**config.mk**
```make
export PLATFORM = sky130hd
export DESIGN_NAME = alu_arbiter_flat
export DESIGN_NICKNAME = d
export VERILOG_FILES = /design/src/rtl/alu_arbiter_if.sv /design/src/rtl/alu_arbiter.sv /design/src/flat_wrapper.sv
export SDC_FILE = /design/constraint.sdc
export NUM_CORES = 1
export LEC_CHECK = 0
export CAP_MARGIN = 20
export CORE_ASPECT_RATIO = 0.9
export CORE_MARGIN = 2
export CORE_UTILIZATION = 40
export DETAILED_ROUTE_END_ITERATION = 8
export GPL_TIMING_DRIVEN = 0
export PLACE_DENSITY = 0.86
export SKIP_LAST_GASP = 1
export SLEW_MARGIN = 30
export SYNTH_ARGS = -nofsm -noshare
export SYNTH_HDL_FRONTEND = slang
export SYNTH_SLANG_ARGS = --single-unit
```
**constraint.sdc**
```tcl
create_clock -name CLK -period 3 [get_ports CLK]
set_input_delay 0.75 -clock CLK [delete_from_list [all_inputs] [get_ports CLK]]
set_output_delay 0.75 -clock CLK [all_outputs]
set_load 0.01 [all_outputs]
```
**src/rtl/alu_arbiter_if.sv**
```systemverilog
// ---------------------------------------------------------------------------
// alu_arbiter_if
//
// Bundles every non-clock signal of alu_arbiter: the two-requester
// valid/ready request and response channels, the flag outputs, and the
// connection to the shared 16-bit ALU.
//
//   REQ_VALID/REQ_READY   per-requester request handshake (bit 0 = execute
//                         stage, bit 1 = address/aux unit)
//   REQ_A/REQ_B/REQ_OP    packed operands and selector, req0 in the low slice
//   RSP_VALID/RSP_READY   per-requester response handshake
//   RSP_OUT/RSP_FLAG      captured result and flags, shared bus
//   FLAG_REG              architectural {S,Z,C,V}
//   ALU_A/ALU_B/ALU_S     registered drive to the ALU
//   ALU_RES/ALU_FLAG/ALU_FWR  ALU result, flags and flag-write strobe
//   BUSY                  arbiter not idle
//
// Modports: slave = the arbiter, master = requesters plus ALU side.
// ---------------------------------------------------------------------------
interface alu_arbiter_if #(
  parameter int DATA_W = 16,
  parameter int OP_W   = 4,
  parameter int FLAG_W = 4
);
  logic [1:0]          REQ_VALID;
  logic [1:0]          REQ_READY;
  logic [2*DATA_W-1:0] REQ_A;
  logic [2*DATA_W-1:0] REQ_B;
  logic [2*OP_W-1:0]   REQ_OP;
  logic [1:0]          RSP_VALID;
  logic [1:0]          RSP_READY;
  logic [DATA_W-1:0]   RSP_OUT;
  logic [FLAG_W-1:0]   RSP_FLAG;
  logic [FLAG_W-1:0]   FLAG_REG;
  logic [DATA_W-1:0]   ALU_A;
  logic [DATA_W-1:0]   ALU_B;
  logic [OP_W-1:0]     ALU_S;
  logic [DATA_W-1:0]   ALU_RES;
  logic [FLAG_W-1:0]   ALU_FLAG;
  logic                ALU_FWR;
  logic                BUSY;

  modport slave (
    input  REQ_VALID, REQ_A, REQ_B, REQ_OP, RSP_READY,
    input  ALU_RES, ALU_FLAG, ALU_FWR,
    output REQ_READY, RSP_VALID, RSP_OUT, RSP_FLAG, FLAG_REG,
    output ALU_A, ALU_B, ALU_S, BUSY
  );

  modport master (
    output REQ_VALID, REQ_A, REQ_B, REQ_OP, RSP_READY,
    output ALU_RES, ALU_FLAG, ALU_FWR,
    input  REQ_READY, RSP_VALID, RSP_OUT, RSP_FLAG, FLAG_REG,
    input  ALU_A, ALU_B, ALU_S, BUSY
  );
endinterface

```
**src/rtl/alu_arbiter.sv**
```systemverilog
// ---------------------------------------------------------------------------
// alu_arbiter
//
// Shares one 16-bit ALU between the execute stage (requester 0) and the
// address/aux unit (requester 1). One operation is in flight at a time and
// walks IDLE -> EXEC -> RESP -> IDLE. Ties in IDLE go to the requester
// holding priority, which flips to the other side after every issue. Only
// requester-0 results with the ALU flag-write strobe update FLAG_REG.
//
// Ports:
//   CLK    clock
//   RST_N  asynchronous active-low reset; discards any operation in flight
//   bus    alu_arbiter_if.slave (request/response channels, flags, ALU)
//
// Optional feature (macro ALU_ARB_MUL2_EN): an IMUL (selector 4'b0111)
// stays in EXEC for two cycles with operands held, capturing at the end of
// the second. With the macro undefined every op spends one cycle in EXEC.
// ---------------------------------------------------------------------------
module alu_arbiter #(
  parameter int              DATA_W = 16,
  parameter int              OP_W   = 4,
  parameter int              FLAG_W = 4,
  parameter logic [OP_W-1:0] OP_NON = 4'b1111
) (
  input logic         CLK,
  input logic         RST_N,
  alu_arbiter_if.slave bus
);

  typedef enum logic [1:0] {
    ST_IDLE = 2'd0,
    ST_EXEC = 2'd1,
    ST_RESP = 2'd2
  } state_t;

  state_t              state_q, state_d;
  logic                prio_q, prio_d;
  logic                gid_q, gid_d;
  logic [DATA_W-1:0]   alu_a_q, alu_a_d;
  logic [DATA_W-1:0]   alu_b_q, alu_b_d;
  logic [OP_W-1:0]     alu_s_q, alu_s_d;
  logic [DATA_W-1:0]   rsp_out_q, rsp_out_d;
  logic [FLAG_W-1:0]   rsp_flag_q, rsp_flag_d;
  logic [FLAG_W-1:0]   flag_reg_q, flag_reg_d;

`ifdef ALU_ARB_MUL2_EN
  localparam logic [OP_W-1:0] OP_MUL = 4'b0111;
  // Set after the first IMUL cycle; the second cycle is the capture cycle.
  logic                mul_cnt_q, mul_cnt_d;
`endif

  logic                grant;
  logic [1:0]          req_ready;
  logic                exec_done;

  // Sole valid requester wins; on a tie the priority holder wins.
  always_comb begin
    grant = bus.REQ_VALID[1];
    if (bus.REQ_VALID == 2'b11) begin
      grant = prio_q;
    end
  end

  always_comb begin
    req_ready = 2'b00;
    if (state_q == ST_IDLE && bus.REQ_VALID != 2'b00) begin
      req_ready = grant ? 2'b10 : 2'b01;
    end
  end

`ifdef ALU_ARB_MUL2_EN
  assign exec_done = !(alu_s_q == OP_MUL && !mul_cnt_q);
`else
  assign exec_done = 1'b1;
`endif

  // NOTE: every variable written here gets its default first, so no path
  // leaves one unassigned and no latch is inferred.
  always_comb begin
    state_d    = state_q;
    prio_d     = prio_q;
    gid_d      = gid_q;
    alu_a_d    = alu_a_q;
    alu_b_d    = alu_b_q;
    alu_s_d    = alu_s_q;
    rsp_out_d  = rsp_out_q;
    rsp_flag_d = rsp_flag_q;
    flag_reg_d = flag_reg_q;
`ifdef ALU_ARB_MUL2_EN
    mul_cnt_d  = mul_cnt_q;
`endif

    unique case (state_q)
      ST_IDLE: begin
        if ((bus.REQ_VALID & req_ready) != 2'b00) begin
          alu_a_d = grant ? bus.REQ_A[2*DATA_W-1:DATA_W] : bus.REQ_A[DATA_W-1:0];
          alu_b_d = grant ? bus.REQ_B[2*DATA_W-1:DATA_W] : bus.REQ_B[DATA_W-1:0];
          alu_s_d = grant ? bus.REQ_OP[2*OP_W-1:OP_W]    : bus.REQ_OP[OP_W-1:0];
          gid_d   = grant;
          state_d = ST_EXEC;
`ifdef ALU_ARB_MUL2_EN
          mul_cnt_d = 1'b0;
`endif
        end
      end

      ST_EXEC: begin
        if (!exec_done) begin
`ifdef ALU_ARB_MUL2_EN
          mul_cnt_d = 1'b1;
`endif
        end else begin
          // A no-op returns zero and never touches the architectural flags,
          // whatever the ALU happens to drive for that selector.
          rsp_out_d  = (alu_s_q == OP_NON) ? '0 : bus.ALU_RES;
          rsp_flag_d = bus.ALU_FLAG;
          if (!gid_q && bus.ALU_FWR && alu_s_q != OP_NON) begin
            flag_reg_d = bus.ALU_FLAG;
          end
          prio_d  = ~gid_q;
          alu_s_d = OP_NON;
          state_d = ST_RESP;
        end
      end

      ST_RESP: begin
        // Only the owner's RSP_READY completes the response.
        if (bus.RSP_READY[gid_q]) begin
          state_d = ST_IDLE;
        end
      end

      default: begin
        state_d = ST_IDLE;
      end
    endcase
  end

  // NOTE: sequential state uses non-blocking assignments so every flop
  // samples the pre-edge value of every other flop.
  // NOTE: all state here is plain flops (no memory arrays), so every one is
  // reset; this is what makes a mid-operation reset drop the op cleanly.
  always_ff @(posedge CLK or negedge RST_N) begin
    if (!RST_N) begin
      state_q    <= ST_IDLE;
      prio_q     <= 1'b0;
      gid_q      <= 1'b0;
      alu_a_q    <= '0;
      alu_b_q    <= '0;
      alu_s_q    <= OP_NON;
      rsp_out_q  <= '0;
      rsp_flag_q <= '0;
      flag_reg_q <= '0;
`ifdef ALU_ARB_MUL2_EN
      mul_cnt_q  <= 1'b0;
`endif
    end else begin
      state_q    <= state_d;
      prio_q     <= prio_d;
      gid_q      <= gid_d;
      alu_a_q    <= alu_a_d;
      alu_b_q    <= alu_b_d;
      alu_s_q    <= alu_s_d;
      rsp_out_q  <= rsp_out_d;
      rsp_flag_q <= rsp_flag_d;
      flag_reg_q <= flag_reg_d;
`ifdef ALU_ARB_MUL2_EN
      mul_cnt_q  <= mul_cnt_d;
`endif
    end
  end

  assign bus.REQ_READY = req_ready;
  assign bus.RSP_VALID = (state_q == ST_RESP) ? (gid_q ? 2'b10 : 2'b01) : 2'b00;
  assign bus.RSP_OUT   = rsp_out_q;
  assign bus.RSP_FLAG  = rsp_flag_q;
  assign bus.FLAG_REG  = flag_reg_q;
  assign bus.ALU_A     = alu_a_q;
  assign bus.ALU_B     = alu_b_q;
  assign bus.ALU_S     = alu_s_q;
  assign bus.BUSY      = (state_q != ST_IDLE);

endmodule

```
**src/flat_wrapper.sv**
```systemverilog
// flat-port wrapper written by rule: the top's interface ports become plain ports
module alu_arbiter_flat 
#(
  parameter int              DATA_W = 16,
  parameter int              OP_W   = 4,
  parameter int              FLAG_W = 4,
  parameter logic [OP_W-1:0] OP_NON = 4'b1111
)
  (CLK, RST_N, bus_REQ_VALID, bus_REQ_A, bus_REQ_B, bus_REQ_OP, bus_RSP_READY, bus_ALU_RES, bus_ALU_FLAG, bus_ALU_FWR, bus_REQ_READY, bus_RSP_VALID, bus_RSP_OUT, bus_RSP_FLAG, bus_FLAG_REG, bus_ALU_A, bus_ALU_B, bus_ALU_S, bus_BUSY);
  alu_arbiter_if #(.DATA_W(DATA_W), .OP_W(OP_W), .FLAG_W(FLAG_W)) bus_i ();
  input logic CLK;
  input logic RST_N;
  input wire logic [$bits(bus_i.REQ_VALID)-1:0] bus_REQ_VALID;
  input wire logic [$bits(bus_i.REQ_A)-1:0] bus_REQ_A;
  input wire logic [$bits(bus_i.REQ_B)-1:0] bus_REQ_B;
  input wire logic [$bits(bus_i.REQ_OP)-1:0] bus_REQ_OP;
  input wire logic [$bits(bus_i.RSP_READY)-1:0] bus_RSP_READY;
  input wire logic [$bits(bus_i.ALU_RES)-1:0] bus_ALU_RES;
  input wire logic [$bits(bus_i.ALU_FLAG)-1:0] bus_ALU_FLAG;
  input wire logic [$bits(bus_i.ALU_FWR)-1:0] bus_ALU_FWR;
  output wire logic [$bits(bus_i.REQ_READY)-1:0] bus_REQ_READY;
  output wire logic [$bits(bus_i.RSP_VALID)-1:0] bus_RSP_VALID;
  output wire logic [$bits(bus_i.RSP_OUT)-1:0] bus_RSP_OUT;
  output wire logic [$bits(bus_i.RSP_FLAG)-1:0] bus_RSP_FLAG;
  output wire logic [$bits(bus_i.FLAG_REG)-1:0] bus_FLAG_REG;
  output wire logic [$bits(bus_i.ALU_A)-1:0] bus_ALU_A;
  output wire logic [$bits(bus_i.ALU_B)-1:0] bus_ALU_B;
  output wire logic [$bits(bus_i.ALU_S)-1:0] bus_ALU_S;
  output wire logic [$bits(bus_i.BUSY)-1:0] bus_BUSY;
  assign bus_i.REQ_VALID = bus_REQ_VALID;
  assign bus_i.REQ_A = bus_REQ_A;
  assign bus_i.REQ_B = bus_REQ_B;
  assign bus_i.REQ_OP = bus_REQ_OP;
  assign bus_i.RSP_READY = bus_RSP_READY;
  assign bus_i.ALU_RES = bus_ALU_RES;
  assign bus_i.ALU_FLAG = bus_ALU_FLAG;
  assign bus_i.ALU_FWR = bus_ALU_FWR;
  assign bus_REQ_READY = bus_i.REQ_READY;
  assign bus_RSP_VALID = bus_i.RSP_VALID;
  assign bus_RSP_OUT = bus_i.RSP_OUT;
  assign bus_RSP_FLAG = bus_i.RSP_FLAG;
  assign bus_FLAG_REG = bus_i.FLAG_REG;
  assign bus_ALU_A = bus_i.ALU_A;
  assign bus_ALU_B = bus_i.ALU_B;
  assign bus_ALU_S = bus_i.ALU_S;
  assign bus_BUSY = bus_i.BUSY;
  alu_arbiter #(.DATA_W(DATA_W), .OP_W(OP_W), .FLAG_W(FLAG_W), .OP_NON(OP_NON)) u_core (.CLK(CLK), .RST_N(RST_N), .bus(bus_i));
endmodule
```
After elaboration in Yosys (flattened, before gate mapping)
Index checks and enable logic that the tools add are counted.
{ "totals": {"register_bits": 64, "in_bits": 99, "out_inout_bits": 65, "wordCells": 48} }
{ "classes": {"order_cmp": 1, "eq_ne": 7, "mux": 16, "n_bitwise": 2, "n_reduce_logical": 13} }
{ "ops": {"columns": ["operator", "count"], "rows": [
  ["16-bit two-way mux", 3],
  ["2-bit two-way mux", 6],
  ["4-bit two-way mux", 2],
  ["4-bit case mux with 2 select lines", 1],
  ["2-bit AND reduction", 4],
  ["2-bit nonzero test", 4],
  ["2-bit case mux with 3 select lines", 1],
  ["2-bit equality test, second input constant", 2],
  ["4-bit equality test, second input constant", 1],
  ["4-bit != test, second input constant", 1],
  ["1-bit logical AND", 3],
  ["1-bit two-way mux", 3],
  ["2-bit bitwise AND", 1],
  ["2-bit by 1-bit equality test with 1-bit output, second input constant", 1],
  ["2-bit logical NOT", 1],
  ["1-bit by 2-bit < comparator with 1-bit output, second input constant", 1],
  ["2-bit by 1-bit != test with 1-bit output, second input constant", 1],
  ["2-bit != test, second input constant", 1],
  ["1-bit logical NOT", 1],
  ["1-bit inverter", 1]
]} }

Longest topological paths before layout
{ "depth": {"ltp_word": 8, "depth_mapped": 6, "depth_no_buf": 5} }

Worst setup path after synthesis
OpenSTA, ideal clock, no wires.
{ "synth_timing": {"path_kind": "input to output", "from": "input port bus_REQ_VALID[0]", "to": "output port bus_REQ_READY[1]", "arrival_time_ns": 1.479, "slack_ns": 0.771, "stages": 4, "cell_sequence": "nor2b_4 nand2b_1 nor2_2 buf_2"} }
{ "synth_via": {"elab_chain_cells": 4} }
{ "synth_lines": {"columns": ["item", "line_no", "source"], "rows": [
  ["start, declared", "flat_wrapper.sv:13", "input wire logic [$bits(bus_i.REQ_VALID)-1:0] bus_REQ_VALID;"],
  ["2-bit equality test", "alu_arbiter.sv:59", "if (bus.REQ_VALID == 2'b11) begin"],
  ["1-bit two-way mux", "alu_arbiter.sv:59", null],
  ["2-bit two-way mux", "alu_arbiter.sv:67", "req_ready = grant ? 2'b10 : 2'b01;"],
  ["2-bit two-way mux *", "alu_arbiter.sv:66", "if (state_q == ST_IDLE && bus.REQ_VALID != 2'b00) begin"],
  ["end, declared", "flat_wrapper.sv:21", "output wire logic [$bits(bus_i.REQ_READY)-1:0] bus_REQ_READY;"]
]} }
Mark *: on every way between the ends. The rest lies on a longest branch, timed or not.

Worst setup path in the final report
Ends and elaborated chain as after synthesis.

==> results.sh <==
export IMPL_maxCapViolCount=0
export IMPL_grt_max_degree=34
export IMPL_first_iter_violations=89
export IMPL_clk_pin_slew_ns=0.07
export IMPL_startpoint_type="input port"
export IMPL_final_cell_mix="159 x clkdlybuf4s50_1, 60 x dfrtp_1, 32 x and2_1, 32 x a221o_1, 16 x a22o_1"
export IMPL_worstSetupStartpoint="bus_REQ_VALID[0]"
export IMPL_fin_crit_ns=2.952
export IMPL_start_util=0.4105
export IMPL_cp_max_fo=10
export IMPL_die_area_um2=7359
export IMPL_wl_um=8447
export IMPL_dieWidth_um=90.20
export IMPL_port_buffers=163
export IMPL_hold_viol_final=0
export IMPL_worst_setup_path_type="in2out"
export IMPL_hold_ws_ns=0.3469
export IMPL_antenna_found_initial=0
export IMPL_cts_made_buffers=9
export IMPL_finClkSkew_ns=0.008270
export IMPL_drc=0
export IMPL_mappedNetlistArea_um2=2675
export IMPL_root_buffer="clkbuf_8"
export IMPL_cts_tree="done"
export IMPL_finalNetCount=483
export IMPL_finalSetupViolations=0
export IMPL_place_gp_congestion=0.7970
export IMPL_ys_seq_area_frac=0.6006
export IMPL_grt_pass1_vias=2642
export IMPL_cts_hold_buf=0
export IMPL_syn_nets=306
export IMPL_worstSetupEndpointType="primary output"
export IMPL_r2r_start="u_core.state_q[1]"
export IMPL_ios=164
export IMPL_setup_slack_ns=0.04773
export IMPL_relSlewSlack=0.5854
export IMPL_core_area_um2=6516
export IMPL_wl_per_cell_um=17.63
export IMPL_hp_class="in2async"
export IMPL_dp_slack_ns=-0.5683
export IMPL_slew_viol_final=0
export IMPL_max_freq_mhz=338.7
export IMPL_drt_pass1_iterations=4
export IMPL_drive_gt1_frac=0.1208
export IMPL_finalSetupTns_ns=0
export IMPL_grt_pass1_wl_um=13080
export IMPL_status="finished, final reports clean"
export IMPL_ys_types=22
export IMPL_clk_path_buf_depth=2
export IMPL_dp_cells=461
export IMPL_insertion_delay_ns=0.34
export IMPL_stdcell_count=479
export IMPL_cts_sinks=64
export IMPL_timing_final_crit_share=0.9841
export IMPL_final_common_cell="clkdlybuf4s50_1"
export IMPL_cp_required_ns=2.25
export IMPL_worst_r2r_path_depth=5
export IMPL_vdd_drop_max_mv=0.4753
export IMPL_syn_area_per_cell_um2=12.92
export IMPL_synthCells=207
export IMPL_gr_total_overflow=0
export IMPL_worst_slew_pin_slew_ns=0.6178
export IMPL_die_y_um=81.58
export IMPL_antenna_left=0
export IMPL_antenna_cells=0
export IMPL_cp_arrival_ns=2.20
export IMPL_grt_use_total=0.2310
export IMPL_cts_max_level=3
export IMPL_vias=2463
export IMPL_synth_seq_cells=64
export IMPL_area_growth_pct=73.43
export IMPL_dpl_hpwl_um=6252
export IMPL_p_per_area_nw_per_um2=963.9
export IMPL_std_cell_rows=28
export IMPL_ys_warn_count=0
export IMPL_p_leak_nw=1.971
export IMPL_viasPerCell=5.142
==> sequential cells by signal, indices dropped and copies added, names as in the netlist <==
register,flops
u_core.bus.ALU_A,16
u_core.bus.ALU_B,16
u_core.bus.RSP_OUT,16
u_core.bus.ALU_S,4
u_core.bus.FLAG_REG,4
u_core.bus.RSP_FLAG,4
u_core.state_q,2
u_core.gid_q,1
u_core.prio_q,1
==> worst max-delay path, stage by stage <==
cell and delay [ns]:
clkdlybuf4s50_1 0.52, nor2b_4 0.21, nand2b_4 0.20, nor2_4 0.06
buf_4 0.17, dlygate4sd2_1 0.29
==> cell families after synthesis <==
logic type	after synthesis	synth area share
AOI/OAI and AO/OA	61	0.2091
buffers and inverters	17	0.03040
DFF	64	0.6006
muxes	9	0.03789
and+or+nand+nor	56	0.1221
==> path summary, 6_finish.rpt <==
path	endpoint	slack, ns
worst max-delay path	bus_REQ_READY[1]	0.05
worst min register to register	u_core.bus.RSP_FLAG[2]	0.50
min in group CLK	u_core.bus.RSP_FLAG[2]	0.50
worst max register to register	u_core.bus.ALU_A[3]	1.24
worst min-delay path	u_core.bus.RSP_OUT[5]	0.35
max in group asynchronous	u_core.bus.ALU_S[2]	2.07
==> synth_stat cells <==
master	number	area share
nor2_1	11	0.015
clkbuf_1	5	0.0070
a41oi_4	1	0.010
buf_2	8	0.015
inv_1	3	0.0042
dfrtp_1	60	0.56
nand2b_1	3	0.0070
nor2_2	1	0.0023
a211oi_1	4	0.011
nand3_4	1	0.0065
o21ai_1	1	0.0019
o22ai_1	1	0.0023
and3_1	1	0.0023
nor2b_4	1	0.0051
a221o_1	32	0.12
dfstp_2	4	0.039
and2_1	32	0.075
o21ai_0	6	0.011
mux2_2	9	0.038
nand2_1	6	0.0084
a22o_1	16	0.052
buf_6	1	0.0042
==> layout make-up <==
type / count / area (um^2)
Tap cell: 90 / 112.6
Clock buffer: 12 / 145.1
Timing Repair Buffer: 167 / 1668
Inverter: 3 / 11.26
Buffer: 13 / 71.32
Multi-Input combinational cell: 126 / 1005
Fill cell: 482 / 1877
Clock inverter: 4 / 20.02
Sequential cell: 64 / 1607
==> power by group <==
part	leakage [nW]	internal, mW	total, mW	switching (mW)
registers	0.787	1.29	1.53	0.242
clock network	0.0899	0.317	0.643	0.326
logic	1.09	1.34	2.30	0.960
total	1.97	2.94	4.47	1.53
==> stage by stage <==
stage               utilization  power (mW)  cell area, um^2
detailed placement       0.6809       3.812             4437
global placement         0.6782       3.718             4419
finish                   0.7120       4.472             4639
floorplan                     -       2.585             2675
CTS                      0.7108       4.503             4632
global route             0.7120       4.737             4639
==> what timing repair did <==
| item | 4_1_cts | 5_1_grt |
|---|---|---|
| setup endpoints to repair | 2 | 1 |
| gates resized for setup | 10 | 0 |
| pin swaps | 1 | 0 |
| setup buffers | 2 | 1 |
==> routing by layer <==
layer / wire [um] / share of wire / GRT usage
met1: 3523 / 0.42 / 0.2848
met2: 4166 / 0.49 / 0.3707
met4: 250 / 0.030 / 0.1077
met5: 0 / 0 / 0
met3: 507 / 0.060 / 0.08165
(Power assumes the default switching activity.)
